[src/rtl/mem_arbiter_pkg.sv]
// ---------------------------------------------------------------------------
// mem_arbiter_pkg
// Shared CPU definitions: memory arbiter FSM state encodings, ALU op codes
// and a small helper that converts a byte address to a word address.
// No ports; imported by the arbiter and its winner-select helper.
// ---------------------------------------------------------------------------
package mem_arbiter_pkg;

  // Arbiter FSM states. An access is only ever issued from IDLE; the two
  // response states each last exactly one cycle.
  typedef enum logic [1:0] {
    IDLE    = 2'b00,
    IF_RESP = 2'b01,
    D_RESP  = 2'b10
  } arb_state_e;

  // ALU operation codes used by the execute stage.
  typedef enum logic [3:0] {
    ALU_ADD  = 4'h0,
    ALU_SUB  = 4'h1,
    ALU_AND  = 4'h2,
    ALU_OR   = 4'h3,
    ALU_XOR  = 4'h4,
    ALU_SLT  = 4'h5,
    ALU_SLTU = 4'h6,
    ALU_SLL  = 4'h7,
    ALU_SRL  = 4'h8,
    ALU_SRA  = 4'h9,
    ALU_LUI  = 4'hA
  } alu_op_e;

  localparam int STARVE_CNT_W = 2;

  // The low two address bits are deliberately dropped: there is no
  // misalignment detection, every access targets the enclosing word.
  function automatic logic [29:0] word_addr(input logic [31:0] byte_addr);
    return byte_addr[31:2];
  endfunction

endpackage

[src/rtl/mem_arb_pick.sv]
// ---------------------------------------------------------------------------
// mem_arb_pick
// Combinational winner selection between the fetch and data requesters.
// Data normally wins on contention; once the data side has been granted
// STARVE_MAX times in a row while fetch waited, fetch wins instead.
// Ports:
//   if_req      in  fetch request
//   d_req       in  data request
//   starve_cnt  in  consecutive data grants while fetch was waiting
//   grant_d     out data port wins this cycle
//   grant_if    out fetch port wins this cycle
// ---------------------------------------------------------------------------
module mem_arb_pick
  import mem_arbiter_pkg::*;
#(
  parameter int STARVE_MAX = 2
) (
  input  logic                    if_req,
  input  logic                    d_req,
  input  logic [STARVE_CNT_W-1:0] starve_cnt,
  output logic                    grant_d,
  output logic                    grant_if
);

  localparam logic [STARVE_CNT_W-1:0] STARVE_LIMIT = STARVE_CNT_W'(STARVE_MAX);

  logic starved;

  always_comb begin
    starved  = (starve_cnt == STARVE_LIMIT);
    grant_d  = d_req & (~if_req | ~starved);
    grant_if = if_req & (~d_req | starved);
  end

endmodule

[src/rtl/mem_arbiter.sv]
// ---------------------------------------------------------------------------
// mem_arbiter
// Shares one single-port synchronous memory between instruction fetch and
// data (load/store). Accesses are issued combinationally from IDLE, the
// read data comes back one cycle later in IF_RESP or D_RESP, so throughput
// is at most one access every two cycles. Requesters hold their inputs
// until their valid pulse; nothing is latched here.
// Ports:
//   clk, rst_n                       clock, synchronous active-low reset
//   if_req/if_addr                   fetch request and byte address
//   if_rdata/if_valid                fetched word, one-cycle completion
//   d_req/d_wren/d_addr/d_wdata      data request (wren=1 store)
//   d_rdata/d_valid                  load data (0 for stores), completion
//   mem_en/mem_wren/mem_addr/
//   mem_wdata/mem_rdata              memory port (word address)
//   stall                            a request is pending, not yet done
// ---------------------------------------------------------------------------
module mem_arbiter
  import mem_arbiter_pkg::*;
#(
  parameter int STARVE_MAX = 2
) (
  input  logic        clk,
  input  logic        rst_n,
  input  logic        if_req,
  input  logic [31:0] if_addr,
  output logic [31:0] if_rdata,
  output logic        if_valid,
  input  logic        d_req,
  input  logic        d_wren,
  input  logic [31:0] d_addr,
  input  logic [31:0] d_wdata,
  output logic [31:0] d_rdata,
  output logic        d_valid,
  output logic        mem_en,
  output logic        mem_wren,
  output logic [29:0] mem_addr,
  output logic [31:0] mem_wdata,
  input  logic [31:0] mem_rdata,
  output logic        stall
);

  localparam logic [STARVE_CNT_W-1:0] STARVE_LIMIT = STARVE_CNT_W'(STARVE_MAX);

  arb_state_e              state_q, state_d;
  logic [STARVE_CNT_W-1:0] starve_cnt_q, starve_cnt_d;
  logic                    grant_d, grant_if;

  mem_arb_pick #(
    .STARVE_MAX(STARVE_MAX)
  ) u_pick (
    .if_req    (if_req),
    .d_req     (d_req),
    .starve_cnt(starve_cnt_q),
    .grant_d   (grant_d),
    .grant_if  (grant_if)
  );

  // Next-state, starvation counter and all outputs. Every output is forced
  // to zero while rst_n is low so an access caught mid-flight by reset never
  // produces a valid pulse or a memory strobe.
  always_comb begin
    state_d      = state_q;
    starve_cnt_d = starve_cnt_q;
    mem_en       = 1'b0;
    mem_wren     = 1'b0;
    mem_addr     = '0;
    mem_wdata    = '0;
    if_valid     = 1'b0;
    if_rdata     = '0;
    d_valid      = 1'b0;
    d_rdata      = '0;

    unique case (state_q)
      IDLE: begin
        if (grant_if || grant_d) begin
          mem_en    = 1'b1;
          mem_wren  = d_wren & grant_d;
          mem_addr  = grant_if ? word_addr(if_addr) : word_addr(d_addr);
          mem_wdata = d_wdata;
        end
        if (grant_if) begin
          state_d      = IF_RESP;
          starve_cnt_d = '0;
        end else if (grant_d) begin
          state_d = D_RESP;
          // Only count data grants that actually made fetch wait.
          if (!if_req) begin
            starve_cnt_d = '0;
          end else if (starve_cnt_q < STARVE_LIMIT) begin
            starve_cnt_d = starve_cnt_q + 1'b1;
          end
        end else begin
          starve_cnt_d = '0;
        end
      end
      IF_RESP: begin
        if_valid = 1'b1;
        if_rdata = mem_rdata;
        state_d  = IDLE;
      end
      D_RESP: begin
        d_valid = 1'b1;
        d_rdata = d_wren ? 32'h0 : mem_rdata;
        state_d = IDLE;
      end
      default: begin
        state_d = IDLE;
      end
    endcase

    if (!rst_n) begin
      mem_en    = 1'b0;
      mem_wren  = 1'b0;
      mem_addr  = '0;
      mem_wdata = '0;
      if_valid  = 1'b0;
      if_rdata  = '0;
      d_valid   = 1'b0;
      d_rdata   = '0;
    end

    stall = rst_n & ((if_req & ~if_valid) | (d_req & ~d_valid));
  end

  // FSM state and starvation counter registers.
  always_ff @(posedge clk) begin
    if (!rst_n) begin
      state_q      <= IDLE;
      starve_cnt_q <= '0;
    end else begin
      state_q      <= state_d;
      starve_cnt_q <= starve_cnt_d;
    end
  end

endmodule

[config.mk]
export PLATFORM = sky130hd
export DESIGN_NAME = mem_arbiter
export DESIGN_NICKNAME = d
export VERILOG_FILES = /design/src/rtl/mem_arbiter_pkg.sv /design/src/rtl/mem_arb_pick.sv /design/src/rtl/mem_arbiter.sv
export SDC_FILE = /design/constraint.sdc
export NUM_CORES = 1
export LEC_CHECK = 0
export CORE_AREA = 2 2 103 105
export DETAILED_ROUTE_END_ITERATION = 8
export DIE_AREA = 0 0 105 107
export SYNTH_ARGS = -nofsm -noshare
export SYNTH_HDL_FRONTEND = slang
export SYNTH_SLANG_ARGS = --single-unit
export TNS_END_PERCENT = 50
[constraint.sdc]
create_clock -name clk -period 2 [get_ports clk]
set_input_delay 0.3 -clock clk [delete_from_list [all_inputs] [get_ports clk]]
set_output_delay 0.3 -clock clk [all_outputs]
set_load 0.02 [all_outputs]
==> results.json <==
{
  "status": "finished clean",
  "drt_first_pass_iters": 4,
  "syn-cell-area_um2": 1471,
  "hp-class": "flip-flop to flip-flop",
  "synth_seq_cells": 4,
  "ir_drop_uv": 104.1,
  "max-slew-margin-rel_pct": 83.57,
  "wl_um": 10010,
  "grt_start_max_net_pins": 34,
  "cts.sinks": 4,
  "ant_nets": 0,
  "synth_warnings": 0,
  "dp_slack_ns": -0.4865,
  "cts_hold_buffers": 0,
  "switching_share_pct": 38.12,
  "power_density_nw_per_um2": 255.3,
  "cp.required_ns": 1.70,
  "layout-drive-gt1-share_pct": 27.73,
  "rsz0062_at_grt": "yes",
  "drtIter0Drc": 75,
  "hold_slack_ns": 0.5215,
  "core_area_um2": 10090,
  "finalCritPeriodShare_pct": 98.09,
  "clk_pin_slew_ns": 0.03,
  "die_y_um": 107,
  "num_io_pins": 264,
  "crit_type": "flip-flop to output pin",
  "remaining_drc_errors": 0,
  "period_minus_slack_ns": 1.962,
  "setup-violations-final": 0,
  "nets": 648,
  "power_leakage_uw": 0.002033,
  "instances_no_fill": 648,
  "internal_power_uw": 669.3,
  "final_common_cell": "clkdlybuf4s50_1",
  "die_w_um": 105,
  "regToRegSetupSlack_ns": 0.46,
  "routed_via_density": 4.289,
  "met2_length_um": 5290,
  "synthCells": 244,
  "tritoncts": "done",
  "antenna_found_initial": 0,
  "drv_cap": 0,
  "wl_met3_um": 794,
  "worst_pin_slew_ns": 0.2474,
  "syn_area_per_cell_um2": 6.030,
  "first_global_vias": 2624,
  "grt.total_usage_pct": 15.41,
  "grt_overflow": 0,
  "top_layer": "met4",
  "path_max_fanout": 33,
  "numPortBuffers": 259,
  "place_congestion": 0.8051,
  "finClkSkew_ns": 0.0001289,
  "slew_violations": 0,
  "cts.path.max_buffers": 2,
  "p_sw_uw": 412.3,
  "fp-row-count": 37,
  "initial_core_util_pct": 14.58,
  "worst_slack_ns": 0.03830,
  "grt_pass1_wl_um": 14030,
  "die-area_um2": 11240,
  "clockRootBuffer": "clkbuf_8",
  "htree_levels": 1,
  "endpoint_kind": "output pin",
  "p_comb_share_pct": 75.9,
  "cts_buffers": 3,
  "clkPwrFrac_pct": 15.9,
  "synth-seq-area-share_pct": 5.442,
  "clock_latency_ns": 0.22,
  "max_freq_mhz": 509.8,
  "seqPwrFrac_pct": 8.2,
  "via_count": 2779,
  "finalHoldViolations": 0,
  "dp_hpwl_um": 7667,
  "layout_common_cells": "clkdlybuf4s50_1, and2_1, buf_4",
  "antenna_cells": 0,
  "syn-num-nets": 378,
  "crit_path_start_kind": "flip-flop",
  "place_inst": 636,
  "arrival_ns": 1.66,
  "post-route-util_pct": 41.98,
  "wl_met1_um": 3832,
  "yosysUniqueCellTypes": 29,
  "area_delta_synth_final_pct": 187.9,
  "wl_per_cell_um": 15.45
}
[state kept, by name, summed over array words and instances, names as in the netlist]
register / count
state_q: 2
starve_cnt_q: 2
[metrics by stage]
step | area, um2 | total power (uW) | TNS [ns]
after floorplan | 1471 | 396.2 | 0
after detailed placement | 4362 | 932.4 | -52.74
after global routing | 4237 | 1153 | -0.3093
after global placement | 4362 | 926.8 | -51.17
final | 4237 | 1082 | 0
after CTS | 4140 | 1038 | -0.09750
[path summary, 6_finish.rpt]
check                        from  depth (start not counted)               to
setup / recovery       state_q[1]                          6      if_rdata[9]
hold / removal    starve_cnt_q[0]                          2  starve_cnt_q[0]
setup reg to reg  starve_cnt_q[1]                          6  starve_cnt_q[0]
hold reg to reg   starve_cnt_q[0]                          2  starve_cnt_q[0]
[kinds of logic (layout without fill, tap and decap cells)]
| logic type | Yosys count | in the layout | synth area share [%] |
|---|---|---|---|
| AND/OR/NAND/NOR | 142 | 142 | 60.29 |
| AO/OA/AOI/OAI | 67 | 67 | 23.64 |
| buffers and inverters | 30 | 298 | 9.778 |
| flip-flops | 4 | 4 | 5.442 |
| adder cells (fa/ha/maj) | 1 | 1 | 0.8502 |
[worst max-delay path, stage by stage (launching register included)]
cell	delay, ns
dfxtp_1	0.33
buf_4	0.15
nand2b_1	0.17
nor2_2	0.14
buf_12	0.18
and2_1	0.14
dlygate4sd2_1	0.34
[layer usage]
layer | vias up | GRT usage [%]
li1 | 1357 | -
met1 | 1272 | 17.15
met2 | 142 | 29.96
met3 | 8 | 3.526
met4 | 0 | 2.667
met5 | - | 0
[synth_stat cells, drive strengths merged]
cell type / instances / area, um2
and2: 97 / 630.6
o21ai: 33 / 168.9
a21oi: 31 / 155.2
nand3: 30 / 150.1
clkbuf: 19 / 76.32
buf: 6 / 48.79
inv: 5 / 18.76
dfxtp: 4 / 80.08
and3: 2 / 12.51
nand2b: 2 / 12.51
nor2: 2 / 10.01
nor3: 2 / 10.01
a211oi: 1 / 7.510
a311oi: 1 / 8.760
and2b: 1 / 8.760
and3b: 1 / 10.01
ha: 1 / 12.51
nand2: 1 / 3.750
nand4: 1 / 6.260
nor2b: 1 / 13.76
nor3b: 1 / 12.51
nor4: 1 / 6.260
o31ai: 1 / 7.510
[cell type report]
| cell class | instances | area [um2] |
|---|---|---|
| flip-flops and latches | 4 | 81.33 |
| inverters | 5 | 18.77 |
| clock buffers | 3 | 41.29 |
| well taps | 136 | 170.2 |
| fillers | 1085 | 5856 |
| multi-input cells | 210 | 1270 |
| repair buffers | 290 | 2655 |
[power by group through the flow]
| stage | Combinational (uW) | Sequential (uW) | Clock [uW] |
|---|---|---|---|
| 2_1_floorplan | 306 | 89.8 | 0 |
| 3_3_place_gp | 839 | 88.1 | 0 |
| 3_5_place_dp | 844 | 88.4 | 0 |
| 4_1_cts | 774 | 88.1 | 176 |
| 5_1_grt | 876 | 89.3 | 187 |
| 6_report | 821 | 88.9 | 172 |
[timing repair]
item | in CTS | in global routing
pin swaps | 1 | 24
setup buffers | 2 | 1
gates resized for setup | 331 | 98
setup endpoints to repair | 131 | 68
gates cloned | 2 | 4
(Power assumes the default switching activity.)
==> RTL edit: new RTL, config.mk and constraints unchanged <==
Make the reset (`rst_n`) asynchronous in one clocked block. Comments in the files are not updated.
--- a/src/rtl/mem_arbiter.sv
+++ b/src/rtl/mem_arbiter.sv
@@ -126,3 +126,3 @@
   // FSM state and starvation counter registers.
-  always_ff @(posedge clk) begin
+  always_ff @(posedge clk or negedge rst_n) begin
     if (!rst_n) begin
Behaviour: no difference found for any inputs over 4 cycles, from zero or initial values and one cycle with rst_n low; that may be too few to reach the edited logic, so the function may still have changed.
==> RTL edit against the unedited design <==
Critical endpoint is now if_rdata[12]. Sequential cell count unchanged. Final area decreased by 0.53%. Synthesized area down 0.60%. Synthesized cell count stayed put. Register-to-register slack improved by 0.32 ns. Setup slack better by 0.0038 ns. Wire length fell by 5.4%. Total power grew 64%. Hold slack got worse by 0.41 ns. Sequential power rose by 30%. Global-route usage shrank 0.24 points. Cell count increased by 0.15%. Count of clock-buffer cells in the layout did not move.
==> RTL edit: results (changes against the unedited design) <==
- Post-CTS sizing: 507 (was 331)
- Reg2reg end: starve_cnt_q[1] (was starve_cnt_q[0])
- P_comb: 1.49 mW (was 821 uW)
- DP Worst Slack: -0.6751 ns (was -0.4865 ns)
- Setup crit start: state_q[1] (unchanged)
- Slowest stage cell, crit path: dfrtp_1 (was dlygate4sd2_1)
- Initial antenna violation count: 1 (was 0)
- RePlAce Congestion: 0.7929 (was 0.8051)
- Critical Path Max Stage Delay: 0.36 ns (was 0.34 ns)
- Sequential Power Share: 0.065 (was 0.082)
- Routed met1 length: 3777 microns (was 3832 microns)
- FFs w/ async S/R, synth: 1.000 (was 0)
- Relative slew slack: 0.7860 (was 0.8357)
- Metal3 WL: 465 microns (was 794 microns)
- Fill count: 1115 (was 1085)
- Synth top cells by count: and2_1, a21oi_1, nand3_1, o21ai_0, clkbuf_1 (was and2_1, o21ai_0, a21oi_1, nand3_1, and2_2)
- Dpl hpwl: 7593 microns (was 7667 microns)
- Worst ir drop on vdd: 0.2182 mV (was 0.1041 mV)
- Postcts setup bufs: 0 (was 2)
- End of the critical path: if_rdata[12] (was if_rdata[9])
- Vias in the first global route: 2663 (was 2624)
- R2r setup slk: 0.78 ns (was 0.46 ns)
- Main flop type after synthesis: dfrtp_1 (was dfxtp_1)
- Overall Power: 1.777 mW (was 1.082 mW)
- Overall routing resource usage: 0.1517 (was 0.1541)
- Post-synth EDFFs: 0 (unchanged)
- First-pass GRT wire length: 13900 microns (was 14030 microns)
- Status: finished clean (unchanged)
- 1st-iter DRT viols: 86 (was 75)
- Met2 Routed Length: 5069 microns (was 5290 microns)
- Main area contributors after synthesis: and2_1, a21oi_1, nand3_1, o21ai_0, dfrtp_1 (was and2_1, o21ai_0, a21oi_1, nand3_1, and2_2)
- CP Max Fanout: 17 (was 33)
- Post-synth cell types: 24 (was 29)
- Post-Route Skew: 0.0002331 ns (was 0.0001289 ns)
- Final period util: 0.9790 (was 0.9809)
- P_int: 988.0 uW (was 669.3 uW)
- Register area share after synthesis: 0.06843 (was 0.05442)
- Layout cells sized above 1: 0.3691 (was 0.2773)
RTL edit: cell count changes after synthesis, sizes merged, moves of 2 or more:
cell and change:
a21oi +2, buf +2, dfrtp +4, dfxtp -4
inv -2, o21ai -2
RTL edit: worst min path at each step:
| stage | end | slack (ns) | depth (start not counted) |
|---|---|---|---|
| floorplan | starve_cnt_q[0] | 0.004 | 0 |
| global placement | state_q[1] | 0.61 | 2 |
| detailed placement | state_q[1] | 0.61 | 2 |
| CTS | state_q[1] | 0.11 | 2 |
| global route | starve_cnt_q[1] | 0.15 | 2 |
| finish | starve_cnt_q[0] | 0.11 | 2 |
RTL edit: through the flow:
stage                     instances  hold slack (ns)  setup TNS (ns)  cell area, sq um
after global placement          642           0.6136          -69.75              4358
after floorplan                 244         0.004409               0              1463
after global routing            649           0.1463         -0.4759              4214
final                           649           0.1110               0              4214
after CTS                       647           0.1107               0              4368
after detailed placement        642           0.6101          -70.11              4358
RTL edit: area by class of cell:
cell class / count / area share
multi-input combinational: 210 / 0.3085
tap: 136 / 0.04038
timing repair buffer: 291 / 0.6105
sequential: 4 / 0.02375
clock buffer: 3 / 0.009798
inverter: 4 / 0.006532
antenna: 1 / 0.0005938
RTL edit: routing by layer:
metal  track usage  vias to the layer above
met3       0.02188                       12
met2        0.2927                      105
met4       0.04476                        0
li1              -                     1357
met1        0.1713                     1260
met5             0                        -
RTL edit: cell families (layout without fill, tap and decap cells):
| group | count (synthesis) | after routing | share of synthesized area |
|---|---|---|---|
| compound gates | 65 | 65 | 0.2233 |
| simple gates | 144 | 144 | 0.5834 |
| fa+ha+maj | 1 | 1 | 0.008553 |
| flops | 4 | 4 | 0.06844 |
| other cells | 0 | 1 | 0 |
| buf+inv | 30 | 298 | 0.1163 |
